--- config.mk ---
export PLATFORM = sky130hd
export DESIGN_NAME = vend_credit_controller
export DESIGN_NICKNAME = d
export VERILOG_FILES = /design/src/rtl/vend_credit_controller.sv
export SDC_FILE = /design/constraint.sdc
export NUM_CORES = 1
export LEC_CHECK = 0
export ABC_AREA = 1
export CAP_MARGIN = 15
export CORE_MARGIN = 2
export CORE_UTILIZATION = 40
export CTS_CLUSTER_DIAMETER = 60
export DETAILED_ROUTE_END_ITERATION = 12
export PLACE_DENSITY = 0.67
export SETUP_SLACK_MARGIN = 0.1
export SYNTH_ARGS = -nofsm -noshare
export SYNTH_HDL_FRONTEND = slang
export SYNTH_SLANG_ARGS = --single-unit
--- constraint.sdc ---
create_clock -name clk -period 2.95 [get_ports clk]
set_clock_uncertainty 0.2 [all_clocks]
set_input_delay 0.885 -clock clk [delete_from_list [all_inputs] [get_ports clk]]
set_output_delay 0.885 -clock clk [all_outputs]
set_load 0.01 [all_outputs]
--- src/rtl/vend_credit_controller.sv ---
// vend_credit_controller: coin credit accumulator with one-cycle dispense pulse and nickel change return.
// Define VEND_COUNT_EN to add a saturating 16-bit vend_count output.
module vend_credit_controller #(
  parameter int PRICE    = 15,
  parameter int CREDIT_W = 7
) (
  input  logic                clk,
  input  logic                rstn,
  input  logic                N,
  input  logic                D,
  input  logic                Q,
  input  logic                cancel,
  output logic                open,
  output logic                change_nickel,
  output logic                coin_reject,
  output logic                busy,
`ifdef VEND_COUNT_EN
  output logic [15:0]         vend_count,
`endif
  output logic [CREDIT_W-1:0] credit
);
  typedef enum logic [1:0] {ACCUM, VEND, CHANGE} state_t;
  localparam logic [CREDIT_W-1:0] P_PRICE = CREDIT_W'(PRICE);
  localparam logic [CREDIT_W-1:0] C5      = CREDIT_W'(5);
  localparam logic [CREDIT_W-1:0] C10     = CREDIT_W'(10);
  localparam logic [CREDIT_W-1:0] C25     = CREDIT_W'(25);
  state_t              r_state, w_state;
  logic [CREDIT_W-1:0] r_credit, w_credit, w_value, w_total;
  logic                r_phase, w_phase, r_coin_reject, w_coin_reject;
  logic [1:0]          w_ncoins;
  always_comb begin
    w_ncoins      = {1'b0, N} + {1'b0, D} + {1'b0, Q};
    w_value       = N ? C5 : D ? C10 : C25;
    w_total       = r_credit + w_value;
    w_state       = r_state;
    w_credit      = r_credit;
    w_phase       = (r_state == CHANGE) ? ~r_phase : 1'b0;
    // cancel outranks a simultaneous coin, so that coin is bounced
    w_coin_reject = (r_state != ACCUM || cancel) ? (w_ncoins != 2'd0) : (w_ncoins > 2'd1);
    case (r_state)
      ACCUM:
        if (cancel)
          w_state = (r_credit != '0) ? CHANGE : ACCUM;
        else if (w_ncoins == 2'd1) begin
          w_credit = (w_total >= P_PRICE) ? w_total - P_PRICE : w_total;
          w_state  = (w_total >= P_PRICE) ? VEND : ACCUM;
        end
      VEND:
        w_state = (r_credit != '0) ? CHANGE : ACCUM;
      CHANGE: begin
        w_credit = r_phase ? r_credit : r_credit - C5;
        w_state  = (r_phase && r_credit == '0) ? ACCUM : CHANGE;
      end
      default:
        w_state = ACCUM;
    endcase
  end
  always_ff @(posedge clk or negedge rstn) begin
    if (!rstn) begin
      r_state       <= ACCUM;
      r_credit      <= '0;
      r_phase       <= 1'b0;
      r_coin_reject <= 1'b0;
    end else begin
      r_state       <= w_state;
      r_credit      <= w_credit;
      r_phase       <= w_phase;
      r_coin_reject <= w_coin_reject;
    end
  end
  assign open          = (r_state == VEND);
  assign change_nickel = (r_state == CHANGE) && !r_phase;
  assign busy          = (r_state != ACCUM);
  assign coin_reject   = r_coin_reject;
  assign credit        = r_credit;
`ifdef VEND_COUNT_EN
  logic [15:0] r_vend_count;
  always_ff @(posedge clk or negedge rstn) begin
    if (!rstn)
      r_vend_count <= '0;
    else if (w_state == VEND && r_vend_count != 16'hFFFF)
      r_vend_count <= r_vend_count + 16'd1;
  end
  assign vend_count = r_vend_count;
`endif
endmodule

==> results of run 1 <==
logic make-up (layout without fill, tap and decap cells):
group | count (synthesis) | count (layout)
xor+xnor | 2 | 2
compound gates | 24 | 24
buf+inv | 37 | 76
flops | 11 | 11
fa+ha+maj | 9 | 9
simple gates | 100 | 100
repair_timing:
item	CTS	global route
pin swaps	9	7
resized for setup	11	10
buffers inserted	4	1
endpoints found under the setup margin	8	7
gates cloned	0	0
power breakdown:
group	internal, uW	switching (uW)
sequential	205	92.2
combinational	699	817
clock	52.4	47.9
cells in the mapped netlist (all sizes together):
master  number
ha           7
o21ai        8
fa           2
a22oi        1
nand4        4
clkbuf       1
nor2        18
inv         34
buf          1
nand2       58
nand3b       2
clkinv       1
xor2         2
nand3       18
a21oi       14
o21bai       1
dfrtp       11
per-stage QoR:
stage / setup slack [ns] / util / TNS (ns)
after global routing: 0.114 / 0.548 / 0
after detailed placement: -0.486 / 0.512 / -3.43
final: 0.256 / 0.548 / 0
after floorplan: 0.104 / - / 0
after CTS: 0.108 / 0.538 / 0
after global placement: -0.459 / 0.512 / -3.27
final cells by class:
cell class	instances	area, sq um	share of cell area
Clock buffer	4	26.3	0.0161
Inverter	35	134	0.0821
Multi-Input combinational cell	135	847	0.519
Sequential cell	11	275	0.169
Tap cell	33	41.3	0.0253
Timing Repair Buffer	37	308	0.189
worst max-delay path, cell delays in order:
cell and delay, ns:
clkbuf_2 0.10, inv_2 0.04, nand2_2 0.08, ha_4 0.14
inv_2 0.04, fa_2 0.53, inv_2 0.06, nand2_2 0.07
nor2_4 0.04, nand3_2 0.08, nand2_4 0.07, nor2_8 0.17
nand2_4 0.10, nand2_1 0.07, nand2_1 0.04, nand2_1 0.07
a21oi_2 0.06
sequential cells by signal, summed over array words and instances, names as in the netlist:
signal,cells
r_state,2
coin_reject,1
r_phase,1
credit,7
how the worst max path moves through the flow:
stage	startpoint	end	slack (ns)	depth (start not counted)
after global placement	N	credit[5]$_DFFE_PN0P_	-0.46	18
after floorplan	N	credit[1]$_DFFE_PN0P_	0.10	17
after detailed placement	N	credit[0]$_DFFE_PN0P_	-0.49	18
final	N	credit[3]$_DFFE_PN0P_	0.26	17
after CTS	N	credit[3]$_DFFE_PN0P_	0.11	16
after global routing	N	credit[0]$_DFFE_PN0P_	0.11	18
metal layers:
metal	up-vias	global-route usage	share of wire
met4	0	0.0227	0.0028
met3	2	0.0459	0.033
met5	-	0	0
li1	658	-	-
met1	550	0.252	0.48
met2	22	0.316	0.48
==> flow_summary.ini, run 1 <==
[detailed_routing]
wl_per_cell_um = 11.2
drt_iter0_markers = 38
vias_per_cell = 4.83
drc = 0
ant_nets = 0
routed_wl_um = 2860
num_vias = 1232
first_pass_iters = 4

[sta]
fin_crit_sh = 0.913
worst_hold_slack_ns = 0.230
setup_viol = 0
grt_setup_unrepaired = no
timing.final.crit_period_ns = 2.69
slew_headroom = 0.668
tightestPinTransition_ns = 0.497
slew_violations = 0
fmax_ghz = 0.371
hold_viol_final = 0

[synthesis]
ys_seq_elements = 11
yosys.area_share.simple = 0.421
synth-adder-area-share = 0.105
synth_mux_area_frac = 0
yosysTopAreaCellShare = 0.226
yosysSeqAreaShare = 0.226
syn_nets = 198
syn_avg_cell_area_sq_um = 6.67
synthesis.area_sq_um = 1220
synth_top_cell_by_area = dfrtp_1
synth_compound_area_frac = 0.112
ys_warn_count = 0
netlist_instances = 183
synth_xor_area_frac = 0.0144
yosys-top-cells-area = dfrtp_1 23%, nand2_1 15%, inv_1 10%
synth_cell_types = 26
synth_top_family_by_area = simple AND/OR/NAND/NOR gates

[clock_tree]
cts_root_buf = clkbuf_4
hold_buffers = 0
cts_sinks = 11
cts_made_buffers = 3
cts_tree = built
insertion_delay_ns = 0.27
htree_levels = 1
clkTransAtPathRegs_ns = 0.06
clock_path_buffers = 2

[hold_path]
hold_depth = 1
min-delay-start = r_phase$_DFF_PN0_
min_path_type = reg2reg
hold_end = r_phase$_DFF_PN0_

[grt]
grt_max_degree = 12
grt-ovfl-total = 0
grt_pass1_vias = 1109
grt_usage = 0.189
antenna_found_initial = 0
grt_pass1_wl_um = 5000

[place]
routabilityCongestion = 0.783
dp_hpwl_um = 2290
portBuffers = 16
dpl_cell_area_sq_um = 1530
placedCellCount = 246

[floorplan]
pin_count = 17
fp.dieW_um = 59.2
start_util = 0.410
num_rows = 20
fp.dieH_um = 59.2
die_area_sq_um = 3510
core_area_sq_um = 2980

[critical_path]
crit_required_ns = 2.90
cp-start-kind = primary input
cp-end-kind = flip-flop
worst-path-max-fanout = 7
crit_type = in2reg
r2r_end = credit[3]$_DFFE_PN0P_
crit_arrival_ns = 2.65
worstReg2RegStart = credit[0]$_DFFE_PN0P_
r2r_slack_ns = 0.56
reg2regPathDepth = 14

[layout]
antennaDiodeCount = 0
stdcell_count = 255
fin_nets = 238
mostFrequentLayoutCell = nand2_1
area_growth_pct = 33.7
drive_gt1_frac = 0.261
fin_area_sq_um = 1630
nFillCells = 286
final_cell_mix = 47 x nand2_1, 29 x inv_1, 21 x buf_4

[outcome]
status = complete, no violations

[power]
p_leak_uw = 0.000839
peakVddDrop_mv = 0.432
totalPowerFinal_uw = 1910
powerDensity_nw_per_um2 = 1170

[flow_run]
max-cap-violations = 0
No activity file was read; power rests on OpenSTA's default activity.
==> inputs of run 2 (changes only) <==
- clock period: 2.95 -> 2.75 ns (I/O delays scaled with it)
==> flow_summary.ini, run 2 (synthesis results as in run 1) <==
[outcome]
status = complete, no violations

[floorplan]
start_util = 0.410
pin_count = 17
num_rows = 20
die_area_sq_um = 3510
core_area_sq_um = 2980
fp.dieH_um = 59.2
fp.dieW_um = 59.2

[clock_tree]
clkTransAtPathRegs_ns = 0.07
cts_tree = built
hold_buffers = 0
clock_path_buffers = 2
htree_levels = 1
insertion_delay_ns = 0.28
cts_sinks = 11
cts_root_buf = clkbuf_4
cts_made_buffers = 3

[layout]
drive_gt1_frac = 0.293
largest_register_ffs = 7
final_cell_mix = 43 x nand2_1, 29 x inv_1, 24 x buf_4
multi_input_area_sq_um = 866
fin_area_sq_um = 1710
finish.utilization = 0.574
mostFrequentLayoutCell = nand2_1
antennaDiodeCount = 0
area_growth_pct = 40.0
fin_nets = 241
nFillCells = 287
ff_latch_area_sq_um = 275

[grt]
grt_pass1_wl_um = 5090
grt_pass1_vias = 1205
grt_max_degree = 12
grt-ovfl-total = 0
grt_usage = 0.189
antenna_found_initial = 0

[critical_path]
cp-start-kind = primary input
crit_slowest_cell = fa_2
cp.buffers_inverters = 4
worst-path-max-fanout = 7
worstPathCellList = buf_12 > inv_12 > nand2_8 > ha_4 > inv_2 > fa_2 > inv_2 > nand2_2 > nor2_4 > nand3_2 > nand2_4 > nor2_8 > nand2_4 > nand2_2 > nand2_1 > nand2_1 > a21oi_2
crit_arrival_ns = 2.58
r2r_slack_ns = 0.34
crit_required_ns = 2.72
max_stage_delay_ns = 0.53
crit_type = in2reg
cp-end-kind = flip-flop
crit_family = simple AND/OR/NAND/NOR gates

[detailed_routing]
vias_per_cell = 5.10
routed_wl_um = 3210
ant_nets = 0
first_pass_iters = 4
drt_iter0_markers = 60
drc = 0
wl_per_cell_um = 12.4
num_vias = 1315

[sta]
fin_setup_tns_ns = 0
slew_violations = 0
tightestPinTransition_ns = 0.511
worst_slack_ns = 0.138
fin_crit_sh = 0.950
slew_headroom = 0.659
hold_viol_final = 0
setup_viol = 0
grt_setup_unrepaired = yes
fmax_ghz = 0.383
timing.final.crit_period_ns = 2.61

[power]
pwr-share-seq = 0.148
internal_power_uw = 1070
powerDensity_nw_per_um2 = 1270
clock_power_share = 0.053
pwr-share-comb = 0.799
p_leak_uw = 0.000867
peakVddDrop_mv = 0.547
totalPowerFinal_uw = 2160
p_sw_frac = 0.504
netSwitchingPower_uw = 1090

[place]
dpl_cell_area_sq_um = 1600
dp_hpwl_um = 2510
dp_slack_ns = -0.722
routabilityCongestion = 0.839
portBuffers = 16

[flow_run]
max-cap-violations = 0

[hold_path]
min_path_type = reg2reg
==> run 2: cell types whose count changed in the layout (fill, tap and decap cells not counted), moves of 2 or more <==
cell and change:
nand2_1 -4, buf_4 +3, nand2_2 +3, clkbuf_2 -2
inv_2 -2
==> run 2: cell type report <==
cell class | count | area share
clock buffers | 4 | 0.0154
flip-flops and latches | 11 | 0.161
inverters | 35 | 0.0864
well taps | 33 | 0.0242
multi-input cells | 135 | 0.507
repair buffers | 40 | 0.206
==> run 2: metrics by stage <==
stage	hold slack, ns	cells
floorplan	0.238	183
global placement	0.215	248
detailed placement	0.214	248
CTS	0.224	258
global route	0.240	258
finish	0.222	258
==> run 2: final timing paths <==
check                      depth (start not counted)                   from               endpoint
max                                               17                      N  credit[3]$_DFFE_PN0P_
min                                                1      r_phase$_DFF_PN0_      r_phase$_DFF_PN0_
max reg2reg                                       14  credit[0]$_DFFE_PN0P_  credit[3]$_DFFE_PN0P_
min reg2reg                                        1      r_phase$_DFF_PN0_      r_phase$_DFF_PN0_
max in group asynchronous                          1                   rstn  credit[0]$_DFFE_PN0P_
min in group asynchronous                          1                   rstn  coin_reject$_DFF_PN0_
==> run 2: layer usage <==
metal  vias up  wire length (um)  part of all wire  track usage
met4         0                36             0.011       0.0487
met5         -                 0                 0            0
met2        44              1590              0.49        0.333
li1        669                 -                 -            -
met1       598              1400              0.44        0.225
met3         4               191             0.059       0.0524
==> run 2: power groups by stage <==
stage	Sequential, uW	Combinational, uW	Clock, uW
floorplan	305	1050	0
global placement	319	1510	0
detailed placement	320	1540	0
CTS	318	1660	116
global route	327	1900	121
finish	320	1730	115
==> run 2: what timing repair did <==
item / in CTS / in global routing
pin swaps: 6 / 14
gates resized for setup: 12 / 14
setup buffers: 6 / 0
endpoints found under the setup margin: 8 / 7
==> inputs of run 3 (changes only) <==
- GPL_ROUTABILITY_DRIVEN: default -> 0
==> results of run 3 <==
Same layout as run 2: the final DEF is identical, and so are final timing and power.
